File: src/rtl/fir_pkg.sv
`default_nettype none
// ============================================================================
// fir_pkg : shared FIR sizing, coefficient type and controller state encoding
// Revision: 1.0
// ============================================================================
package fir_pkg;

  localparam int NTAPS = 16;
  localparam int W     = 16;
  localparam int IDXW  = $clog2(NTAPS);

  typedef logic signed [W-1:0] coef_t;

  localparam coef_t            RST_C0   = 16'sh7FFF;
  localparam logic [IDXW-1:0]  LAST_IDX = IDXW'(NTAPS - 1);

  typedef enum logic [1:0] {
    IDLE = 2'd0,
    LOAD = 2'd1,
    PEND = 2'd2,
    SWAP = 2'd3
  } ctrl_state_e;

endpackage
`default_nettype wire

File: src/rtl/fir_coef_ctrl_if.sv
`default_nettype none
// ============================================================================
// fir_coef_ctrl_if : serial coefficient word stream with valid/ready handshake
// Revision: 1.0
// ============================================================================
interface fir_coef_ctrl_if;
  import fir_pkg::*;

  logic  cfg_valid;
  coef_t cfg_data;
  logic  cfg_last;
  logic  cfg_ready;

  modport master (output cfg_valid, output cfg_data, output cfg_last, input  cfg_ready);
  modport slave  (input  cfg_valid, input  cfg_data, input  cfg_last, output cfg_ready);

endinterface
`default_nettype wire

File: src/rtl/coef_bank.sv
`default_nettype none
// ============================================================================
// coef_bank : NTAPS x W register array, one indexed write port, parallel read
// Revision: 1.0
// ============================================================================
module coef_bank
  import fir_pkg::*;
(
  input  logic            clk,
  input  logic            rst_n,
  input  logic            we_i,
  input  logic [IDXW-1:0] widx_i,
  input  coef_t           wdata_i,
  output coef_t           rdata_o [NTAPS-1:0]
);

  coef_t mem_q [NTAPS-1:0];

  always_ff @(posedge clk or negedge rst_n) begin
    if (!rst_n) begin
      for (int i = 0; i < NTAPS; i++) mem_q[i] <= '0;
    end else if (we_i) begin
      mem_q[widx_i] <= wdata_i;
    end
  end

  assign rdata_o = mem_q;

endmodule
`default_nettype wire

File: src/rtl/fir_coef_ctrl.sv
`default_nettype none
// ============================================================================
// fir_coef_ctrl : loads a coefficient set into a shadow bank and commits it
//                 atomically to the active bank on a sample boundary
// Revision: 1.0
// ============================================================================
module fir_coef_ctrl
  import fir_pkg::*;
(
  input  logic                 clk,
  input  logic                 rst_n,
  fir_coef_ctrl_if.slave       cfg,
  input  logic                 commit_req_i,
  input  logic                 abort_i,
  input  logic                 sample_en_i,
  output coef_t                coef_o [NTAPS-1:0],
  output logic                 loaded_o,
  output logic                 commit_done_o,
  output logic                 err_len_o,
  output logic                 busy_o
);

  ctrl_state_e     state_q, state_d;
  logic [IDXW-1:0] idx_q, idx_d;
  logic            cfg_ready_q, cfg_ready_d;
  logic            loaded_q, loaded_d;
  logic            commit_done_q;
  logic            err_len_q, err_len_d;
  coef_t           active_q [NTAPS-1:0];
  coef_t           shadow [NTAPS-1:0];

  logic            xfer;
  logic            abort_act;
  logic            do_commit;
  logic            shadow_we;
  logic [IDXW-1:0] shadow_widx;

  assign xfer      = cfg.cfg_valid && cfg_ready_q;
  assign abort_act = abort_i && (state_q != IDLE);

  coef_bank u_shadow (
    .clk     (clk),
    .rst_n   (rst_n),
    .we_i    (shadow_we),
    .widx_i  (shadow_widx),
    .wdata_i (cfg.cfg_data),
    .rdata_o (shadow)
  );

  // State and datapath registers
  always_ff @(posedge clk or negedge rst_n) begin
    if (!rst_n) begin
      state_q       <= IDLE;
      idx_q         <= '0;
      cfg_ready_q   <= 1'b1;
      loaded_q      <= 1'b0;
      commit_done_q <= 1'b0;
      err_len_q     <= 1'b0;
      active_q[0]   <= RST_C0;
      for (int i = 1; i < NTAPS; i++) active_q[i] <= '0;
    end else begin
      state_q       <= state_d;
      idx_q         <= idx_d;
      cfg_ready_q   <= cfg_ready_d;
      loaded_q      <= loaded_d;
      commit_done_q <= do_commit;
      err_len_q     <= err_len_d;
      if (do_commit) begin
        for (int i = 0; i < NTAPS; i++) active_q[i] <= shadow[i];
      end
    end
  end

  // Next-state logic; abort outranks transfers, commit requests and strobes
  always_comb begin
    state_d = state_q;
    idx_d   = idx_q;
    case (state_q)
      IDLE: begin
        if (xfer && !cfg.cfg_last) begin
          state_d = LOAD;
          idx_d   = IDXW'(1);
        end
      end
      LOAD: begin
        if (abort_act) begin
          state_d = IDLE;
          idx_d   = '0;
        end else if (xfer) begin
          if (idx_q == LAST_IDX) begin
            state_d = cfg.cfg_last ? PEND : IDLE;
            idx_d   = '0;
          end else if (cfg.cfg_last) begin
            state_d = IDLE;
            idx_d   = '0;
          end else begin
            idx_d = idx_q + 1'b1;
          end
        end
      end
      PEND: begin
        if (abort_act)         state_d = IDLE;
        else if (commit_req_i) state_d = sample_en_i ? IDLE : SWAP;
      end
      SWAP: begin
        if (abort_act)        state_d = IDLE;
        else if (sample_en_i) state_d = IDLE;
      end
      default: begin
        state_d = IDLE;
        idx_d   = '0;
      end
    endcase
  end

  // Output logic; a LOAD length error is a cfg_last that disagrees with the final index
  always_comb begin
    shadow_we   = xfer && !abort_act;
    shadow_widx = (state_q == IDLE) ? '0 : idx_q;
    do_commit   = !abort_act &&
                  (((state_q == PEND) && commit_req_i && sample_en_i) ||
                   ((state_q == SWAP) && sample_en_i));
    err_len_d   = 1'b0;
    if (xfer && !abort_act) begin
      if (state_q == IDLE)
        err_len_d = cfg.cfg_last;
      else if (state_q == LOAD)
        err_len_d = (idx_q == LAST_IDX) != cfg.cfg_last;
    end
    cfg_ready_d = (state_d == IDLE) || (state_d == LOAD);
    loaded_d    = (state_d == PEND) || (state_d == SWAP);
  end

  assign cfg.cfg_ready = cfg_ready_q;
  assign coef_o        = active_q;
  assign loaded_o      = loaded_q;
  assign commit_done_o = commit_done_q;
  assign err_len_o     = err_len_q;
  assign busy_o        = (state_q != IDLE);

endmodule
`default_nettype wire

File: src/flat_wrapper.sv
// flat-port wrapper written by rule: the top's interface ports become plain ports
module fir_coef_ctrl_flat import fir_pkg::*;
  (clk, rst_n, commit_req_i, abort_i, sample_en_i, coef_o, loaded_o, commit_done_o, err_len_o, busy_o, cfg_cfg_valid, cfg_cfg_data, cfg_cfg_last, cfg_cfg_ready);
  fir_coef_ctrl_if cfg_i ();
  input  logic clk;
  input  logic rst_n;
  input  logic commit_req_i;
  input  logic abort_i;
  input  logic sample_en_i;
  output coef_t coef_o[NTAPS-1:0];
  output logic loaded_o;
  output logic commit_done_o;
  output logic err_len_o;
  output logic busy_o;
  input wire logic [$bits(cfg_i.cfg_valid)-1:0] cfg_cfg_valid;
  input wire logic [$bits(cfg_i.cfg_data)-1:0] cfg_cfg_data;
  input wire logic [$bits(cfg_i.cfg_last)-1:0] cfg_cfg_last;
  output wire logic [$bits(cfg_i.cfg_ready)-1:0] cfg_cfg_ready;
  assign cfg_i.cfg_valid = cfg_cfg_valid;
  assign cfg_i.cfg_data = cfg_cfg_data;
  assign cfg_i.cfg_last = cfg_cfg_last;
  assign cfg_cfg_ready = cfg_i.cfg_ready;
  fir_coef_ctrl u_core (.clk(clk), .rst_n(rst_n), .cfg(cfg_i), .commit_req_i(commit_req_i), .abort_i(abort_i), .sample_en_i(sample_en_i), .coef_o(coef_o), .loaded_o(loaded_o), .commit_done_o(commit_done_o), .err_len_o(err_len_o), .busy_o(busy_o));
endmodule
File: config.mk
export PLATFORM = sky130hd
export DESIGN_NAME = fir_coef_ctrl_flat
export DESIGN_NICKNAME = d
export VERILOG_FILES = /design/src/rtl/fir_pkg.sv /design/src/rtl/fir_coef_ctrl_if.sv /design/src/rtl/coef_bank.sv /design/src/rtl/fir_coef_ctrl.sv /design/src/flat_wrapper.sv
export SDC_FILE = /design/constraint.sdc
export NUM_CORES = 1
export LEC_CHECK = 0
export CAP_MARGIN = 25
export CORE_ASPECT_RATIO = 0.9
export CORE_MARGIN = 4
export CORE_UTILIZATION = 54
export DETAILED_ROUTE_END_ITERATION = 7
export PLACE_DENSITY = 0.84
export SYNTH_ARGS = -nofsm -noshare
export SYNTH_HDL_FRONTEND = slang
export SYNTH_SLANG_ARGS = --single-unit
File: constraint.sdc
create_clock -name clk -period 2.7 [get_ports clk]
set_clock_uncertainty 0.1 [all_clocks]
set_input_delay 0.27 -clock clk [delete_from_list [all_inputs] [get_ports clk]]
set_output_delay 0.27 -clock clk [all_outputs]
set_load 0.01 [all_outputs]
## Word level (Yosys, flattened, before mapping)

Index checks and enable logic that the tools add are counted.

| storage, ports and cells | value |
|---|---|
| register bits | 522 |
| input bits | 23 |
| output and inout port bits | 261 |
| logic and storage cells | 95 |

| operators by class | value |
|---|---|
| add/sub/neg operators | 1 |
| order comparisons | 2 |
| equal/unequal tests | 10 |
| multiplexer cells | 25 |
| reduce and logical (&&, ||, !) cells | 19 |

Operators with widths:

| operator | count |
|---|---|
| bitwise mux 256 bit | 1 |
| demux 16 bit (select 4 bit) | 1 |
| two-way mux 4 bit | 6 |
| two-way mux 2 bit | 11 |
| two-way mux 16 bit | 1 |
| logical AND 1 bit | 9 |
| equality test 2 bit (second input constant) | 4 |
| one-hot mux 2 bit (4 select lines) | 1 |
| one-hot mux 4 bit (2 select lines) | 1 |
| less-than comparator 4 x 5 -> 1 bit (second input constant) | 1 |
| adder 4 x 1 -> 4 bit (second input constant) | 1 |
| equality test 2 x 1 -> 1 bit (second input constant) | 2 |
| equality test 4 bit (second input constant) | 1 |
| >= comparator 4 x 1 -> 1 bit (second input constant) | 1 |
| zero test 2 bit | 2 |
| nonzero test 2 bit | 2 |
| logical OR 1 bit | 3 |
| two-way mux 1 bit | 3 |
| inequality test 3 x 1 -> 1 bit (second input constant) | 1 |
| AND reduction 3 bit | 1 |
| zero test 1 bit | 2 |
| inequality test 2 x 1 -> 1 bit (second input constant) | 1 |
| inequality test 1 bit | 1 |

## Logic depth before layout (Yosys ltp)

Gate-level depths: netlist of run 1.

| logic depth | value |
|---|---|
| word-level depth | 7 |
| mapped depth | 7 |
| mapped depth without buffers | 5 |

## Cells and area by module

From an unflattened synthesis of run 1, not the netlist that was laid out.

| unflattened totals | value |
|---|---|
| cells, all modules | 1173 |
| area, all modules | 20821.2 um^2 |

Modules (own cells, without submodules):

| module | instances | cells each | area an instance (um^2) | sequential area each (um^2) |
|---|---|---|---|---|
| fir_coef_ctrl | 1 | 600 | 11238.3 | 6651.4 |
| coef_bank | 1 | 573 | 9582.9 | 6406.1 |

## Least setup slack after synthesis of run 1

Ideal clock, no wire load.

| timing path | value |
|---|---|
| path type | register -> register |
| start | register u_core.cfg_ready_q, in the netlist u_core.cfg.cfg_ready |
| end | register u_core.u_shadow.mem_q (netlist bit u_core.u_shadow.rdata_o[181]) |
| library setup time | 0.125 ns |
| arrival | 1.846 ns |
| data required time | 2.475 ns |
| path slack | 0.629 ns |
| cell stages (with the launch flop) | 6 |
| path buffers | 1 |
| period minus slack after synthesis | 2.071 ns |
| path through | dfstp_2 and2_1 nand4_2 nor3_2 buf_6 mux2_2 |

| between the ends | value |
|---|---|
| cells in the longest elaborated chain, start to end | 2 |

Ends and longest elaborated chain:

| item | RTL line | text |
|---|---|---|
| from (decl) | fir_coef_ctrl.sv:25 | `logic cfg_ready_q, cfg_ready_d;` |
| from (signal assigned) | fir_coef_ctrl.sv:64 | `cfg_ready_q <= cfg_ready_d;` |
| logical AND 1 bit | fir_coef_ctrl.sv:38 | `assign xfer = cfg.cfg_valid && cfg_ready_q;` |
| logical AND 1 bit | fir_coef_ctrl.sv:118 | `shadow_we = xfer && !abort_act;` |
| to (signal, indexed assignment) | coef_bank.sv:23 | `mem_q[widx_i] <= wdata_i;` |
| to (decl) | coef_bank.sv:17 | `coef_t mem_q [NTAPS-1:0];` |

Every way passes these cells.
A chain may end at the register's enable or synchronous reset.

## Worst setup path after layout of run 1

| timing path | value |
|---|---|
| start | register u_core.state_q[0] |
| end | output port busy_o |

| between the ends | value |
|---|---|
| cells in the longest elaborated chain, start to end | 1 |

Ends and longest elaborated chain:

| item | RTL line | text |
|---|---|---|
| from (decl) | fir_coef_ctrl.sv:23 | `ctrl_state_e state_q, state_d;` |
| from (signal assigned) | fir_coef_ctrl.sv:62 | `state_q <= state_d;` |
| nonzero test 2 bit | fir_coef_ctrl.sv:139 | `assign busy_o = (state_q != IDLE);` |
| to (decl) | flat_wrapper.sv:14 | `output logic busy_o;` |

Every way passes these cells.

==> results of run 1 <==
-- area by class of cell --
type / instances / area, sq um
flip-flops and latches: 521 / 13060
multi-input cells: 581 / 6274
fillers: 2361 / 10910
well taps: 476 / 595.6
inverters: 2 / 7.507
clock inverters: 12 / 168.9
repair buffers: 337 / 3433
clock buffers: 80 / 1558
-- cells by family (layout without fill, tap and decap cells) --
group / Yosys count / in the layout / synth area share
compound gates: 20 / 20 / 0.007319
fa+ha+maj: 1 / 1 / 0.0006364
buf+inv: 72 / 431 / 0.01769
flops: 521 / 521 / 0.6642
mux: 512 / 512 / 0.2933
simple gates: 48 / 48 / 0.01681
-- path summary, 6_finish.rpt --
path                            slack [ns]                    startpoint  cells after the start                      endpoint
worst max-delay path                  0.15             u_core.state_q[0]                      2                        busy_o
max in group asynchronous             1.42                         rst_n                      3               u_core.loaded_o
worst min-delay path                  0.16                         rst_n                      2  u_core.u_shadow.rdata_o[185]
worst max register to register        0.34             u_core.state_q[0]                      5            u_core.coef_o[141]
min in group clk                      0.34                       abort_i                      3               u_core.loaded_o
worst min register to register        0.40  u_core.u_shadow.rdata_o[125]                      1            u_core.coef_o[125]
-- state kept, by name (all words and copies together) (netlist names) --
name	flops
u_core.cfg.cfg_ready	1
u_core.coef_o	256
u_core.commit_done_o	1
u_core.err_len_o	1
u_core.idx_q	4
u_core.loaded_o	1
u_core.state_q	1
u_core.u_shadow.rdata_o	256
-- cells in the final DEF, fill, tap and decap left out, types with 3 or more instances in the layout --
cell type        synthesis  layout
buf_12                   0      15
buf_4                    2      38
bufinv_16                0       4
clkbuf_1                22      14
clkbuf_16                0      53
clkbuf_8                 0      13
clkdlybuf4s50_1          0     282
clkinv_2                 0       5
dfrtp_1                505     504
dfstp_2                 16      16
mux2_2                 512     512
nand2_1                  6       6
nand2_2                  6       6
nand3_1                  3       3
nor2_1                   7       7
nor2b_1                  5       4
o21ai_0                  7       7
o31ai_1                  4       4
-- metrics by stage --
step	instance area, sq um	hold WS, ns	util	total power, W	worst slack (ns)
finish	25100	0.1625	0.6970	0.01669	0.1547
global route	25100	0.2084	0.6970	0.01729	0.1077
global placement	23360	0.1798	0.6487	0.009552	0.2618
CTS	25090	0.1773	0.6970	0.01682	0.07453
detailed placement	23360	0.1781	0.6487	0.009635	0.1625
floorplan	19660	-0.1256	-	0.009138	0.6294
-- where the power goes --
group          total, W  internal (W)  leakage (nW)  switching [W]
registers       0.00849       0.00823          7.14       0.000253
logic           0.00101      0.000497          4.21       0.000511
clock network   0.00720       0.00433         0.844        0.00286
total            0.0167        0.0131          12.2        0.00363
-- what timing repair did --
item,4_1_cts,5_1_grt
hold buffers,1,0
hold endpoints to repair,65,0
endpoints found under the setup margin,0,1
gates resized for setup,0,1
-- per-layer routing --
metal	wire length, um	part of all wire
met5	29	0.00063
met4	1275	0.028
met3	1853	0.040
met2	23510	0.51
met1	19580	0.42
==> reports/qor.csv, run 1 <==
metric;value;unit
first-pass GRT wire length;72700;um
vias in the first global route;12077;
Residual DRC;0;
top cell type's share of synthesized area;0.6429;
largest net degree at the start of global routing;89;
Syn Area/Cell;16.74;sq um
endpoint type of the worst setup path;primary output;
max_slew headroom;0.3440;
placed cells;1916;
clk slew on worst S/H paths;0.07;ns
critical-path cell list;or2_0 -> clkdlybuf4s50_1;
number of I/O pins;284;
gpl congestion;0.8221;
HPWL Detailed;30470;um
Post-CTS Setup Bufs;0;
n_diodes;0;
Worst VDD drop;0.5311;mV
status;finished, final reports clean;
Crit-path slowest cell;clkdlybuf4s50_1;
GRT met2 Usage;0.4032;
ANT nets after route;0;
worst skew pair latency;0.56;ns
Yosys warning total;0;
First-pass DRT Iterations;4;
CTS tree;built;
Crit Path Max Fanout;11;
critical path's top delay family;buffers and inverters;
TritonCTS Sinks;521;
GR Layer Usage met3;0.03711;
leakage;12.20;nW
GRT Util Overall;0.2350;
Area contributors post-synth;dfrtp_1, mux2_2, dfstp_2;
CTS root buffer;clkbuf_16;
Starting Density;0.5460;
1st-iter DRT viols;560;
# H-tree levels;2;
routed vias;11036;
most common cell in the synthesized netlist;mux2_2;
number of setup violations in the final report;0;
Worst Path Required;2.33;ns
Arr. time, crit path;2.18;ns
Max clock buf depth;3;
area leader, netlist;dfrtp_1;
GR peak layer;met2;
Slew @ Worst Pin;0.9809;ns
unique cell type count in the Yosys netlist;38;
instance count of the mapped netlist;1174;
post-route minimum period;2.545;ns
drt total wl;46250;um
flops & latches, synth;521;
Layout Cells excl Fill;2009;
share of cells above drive strength 1;0.4436;
FP Rows;66;
sequential area share after synthesis;0.6642;
Max Slew Vio Count;0;
prevailing post-synth register cell;dfrtp_1;
Mapped Area;19660;sq um
pwr dens;665.1;nW/um^2
number of max-cap violations;0;
Final Cycle Share;0.9427;
Max Fclk;392.9;MHz
top cells by count, synth;mux2_2, dfrtp_1, buf_2, clkbuf_1, dfstp_2;
initial antenna violation count;1;
met1 usage;0.3144;
WL/cell;23.02;um
via/cell ratio;5.493;
Worst Hold Class;in -> async;
final hold viol count;0;
WS Path Type;reg -> out;
# port buffers;283;
RSZ-0062 raised after global routing;false;
GRT overflow;0;
EDFF count, synth;0;
ys async rst share;1.000;
crit-path max cell delay;0.64;ns
Area Overhead vs Synth;27.66;%
Core Region;36000;sq um
setup_tns;0;ns
CP Buf/Inv Count;1;
Syn Nets;1198;
nets;1517;
startpoint types;flop;
die height;189.0;um
cts bufs inserted;50;
total die area;39520;sq um
Die Wd;209.1;um
Power figures use the tool's default switching activity.
==> inputs of run 2 (changes only) <==
--- a/config.mk
+++ b/config.mk
@@ -9,6 +9,7 @@
 export CORE_ASPECT_RATIO = 0.9
 export CORE_MARGIN = 4
 export CORE_UTILIZATION = 54
+export CTS_CLUSTER_SIZE = 10
 export DETAILED_ROUTE_END_ITERATION = 7
 export PLACE_DENSITY = 0.84
 export SYNTH_ARGS = -nofsm -noshare
==> run 2 against run 1 <==
Critical path depth stayed put. Total power is 2.2% lower. Clock power is 5.3% lower. Register-to-register slack hardly changed. Maximum frequency hardly changed. Via count is 0.19% higher. Sequential share of layout area is 0.28 points higher. Non-clock buffer count stayed put. Sequential power hardly changed. Core utilization is 0.37 points lower. Combinational power hardly changed. Critical endpoint unchanged.
==> reports/qor.csv, run 2 (synthesized netlist as in run 1, its figures left out) <==
metric;value;unit
status;finished, final reports clean;
WS Path Type;reg -> out;
Max Slew Vio Count;0;
setup_tns;0;ns
Layout Cells excl Fill;2002;
Fillers;2374;
Post-CTS Setup Bufs;0;
via/cell ratio;5.523;
ANT nets after route;0;
RSZ-0062 raised after global routing;false;
# port buffers;283;
initial antenna violation count;0;
# H-tree levels;2;
WL/cell;23.11;um
Worst Path Required;2.33;ns
commonest non-fill, non-tap cell in the layout;mux2_2;
max_slew headroom;0.3586;
TritonCTS Sinks;521;
largest net degree at the start of global routing;89;
critical-path cell list;or2_0 -> clkdlybuf4s50_1;
Area Overhead vs Synth;26.98;%
final hold viol count;0;
Crit-path slowest cell;clkdlybuf4s50_1;
First-pass DRT Iterations;4;
Max Fclk;392.8;MHz
nets;1525;
CTS tree;built;
share of cells above drive strength 1;0.4351;
CTS root buffer;clkbuf_16;
1st-iter DRT viols;494;
n_diodes;0;
first-pass GRT wire length;72720;um
Residual DRC;0;
FP Rows;66;
Die Wd;209.1;um
clk slew on worst S/H paths;0.06;ns
pwr dens;654.0;nW/um^2
endpoint type of the worst setup path;primary output;
leakage;12.12;nW
Max clock buf depth;3;
Arr. time, crit path;2.18;ns
placed cells;1916;
die height;189.0;um
final worst slack;0.1539;ns
drt total wl;46280;um
Core Region;36000;sq um
worst skew pair latency;0.58;ns
Slew @ Worst Pin;0.9590;ns
GRT Util Overall;0.2346;
pre-CTS setup slack;0.1625;ns
Final Cycle Share;0.9430;
Critical Path Start;u_core.state_q[0];
GRT overflow;0;
commonest non-fill, non-tap cells in the layout;mux2_2, dfrtp_1, clkdlybuf4s50_1;
number of I/O pins;284;
number of max-cap violations;0;
number of setup violations in the final report;0;
total die area;39520;sq um
gpl congestion;0.8221;
crit-path max cell delay;0.64;ns
Worst Hold Class;in -> async;
cts bufs inserted;58;
RR Startpoint;u_core.state_q[0];
Crit Path Max Fanout;11;
HPWL Detailed;30470;um
vias in the first global route;12297;
post-route minimum period;2.546;ns
Worst VDD drop;0.5572;mV
startpoint types;flop;
routed vias;11057;
Starting Density;0.5460;
## run 2: changes by cell type in the layout (fill, tap and decap cells not counted), moves of 4 or more
cell and change:
clkinv_2 -5, clkbuf_16 +6, clkbuf_1 +9, clkbuf_8 -12, bufinv_16 -4
## run 2: final timing paths
path                                     end  slack [ns]  cells after the start
min in group clk             u_core.loaded_o        0.33                      3
setup reg to reg           u_core.coef_o[21]        0.35                      5
hold / removal             u_core.coef_o[54]        0.17                      2
hold reg to reg            u_core.coef_o[91]        0.39                      1
max in group asynchronous    u_core.loaded_o        1.42                      3
setup / recovery                      busy_o        0.15                      2
## run 2: where the power goes
group | leakage [nW] | switching (W) | internal (W)
Sequential | 7.14 | 0.000249 | 0.00824
Combinational | 4.21 | 0.000512 | 0.000497
Clock | 0.766 | 0.00286 | 0.00397
## run 2: through the flow
stage	util	power (W)	hold WS (ns)	area [sq um]
5_1_grt	0.6933	0.01692	0.1903	24960
3_5_place_dp	0.6487	0.009635	0.1781	23360
3_3_place_gp	0.6487	0.009552	0.1798	23360
2_1_floorplan	-	0.009138	-0.1256	19660
4_1_cts	0.6933	0.01647	0.1675	24960
6_report	0.6933	0.01632	0.1692	24960
## run 2: cell type report
class                           count  area, sq um  share of cell area
Multi-Input combinational cell    581         6274              0.2513
Tap cell                          476        595.6             0.02386
Clock inverter                      2        16.27           0.0006516
Clock buffer                       83         1577             0.06316
Timing Repair Buffer              337         3433              0.1375
Sequential cell                   521        13060              0.5232
Inverter                            2        7.507           0.0003008
## run 2: what timing repair did
item	CTS	global route
hold buffers	1	0
endpoints found under the setup margin	0	1
hold endpoints to repair	95	0
resized for setup	0	1
## run 2: worst max-delay path: cells and delay by family, from the launching register on
family,cells,cell delay [ns]
DFF,1,0.56
buffers and inverters,1,0.64
and+or+nand+nor,1,0.40
## run 2: metal layers
layer  vias to the layer above  routed length [um]  global-route usage
li1                       4790                   -                   -
met1                      5913               19510              0.3112
met2                       268               23350              0.4007
met3                        86                2173             0.04258
met4                         0                1246             0.07102
met5                         -                   0                   0
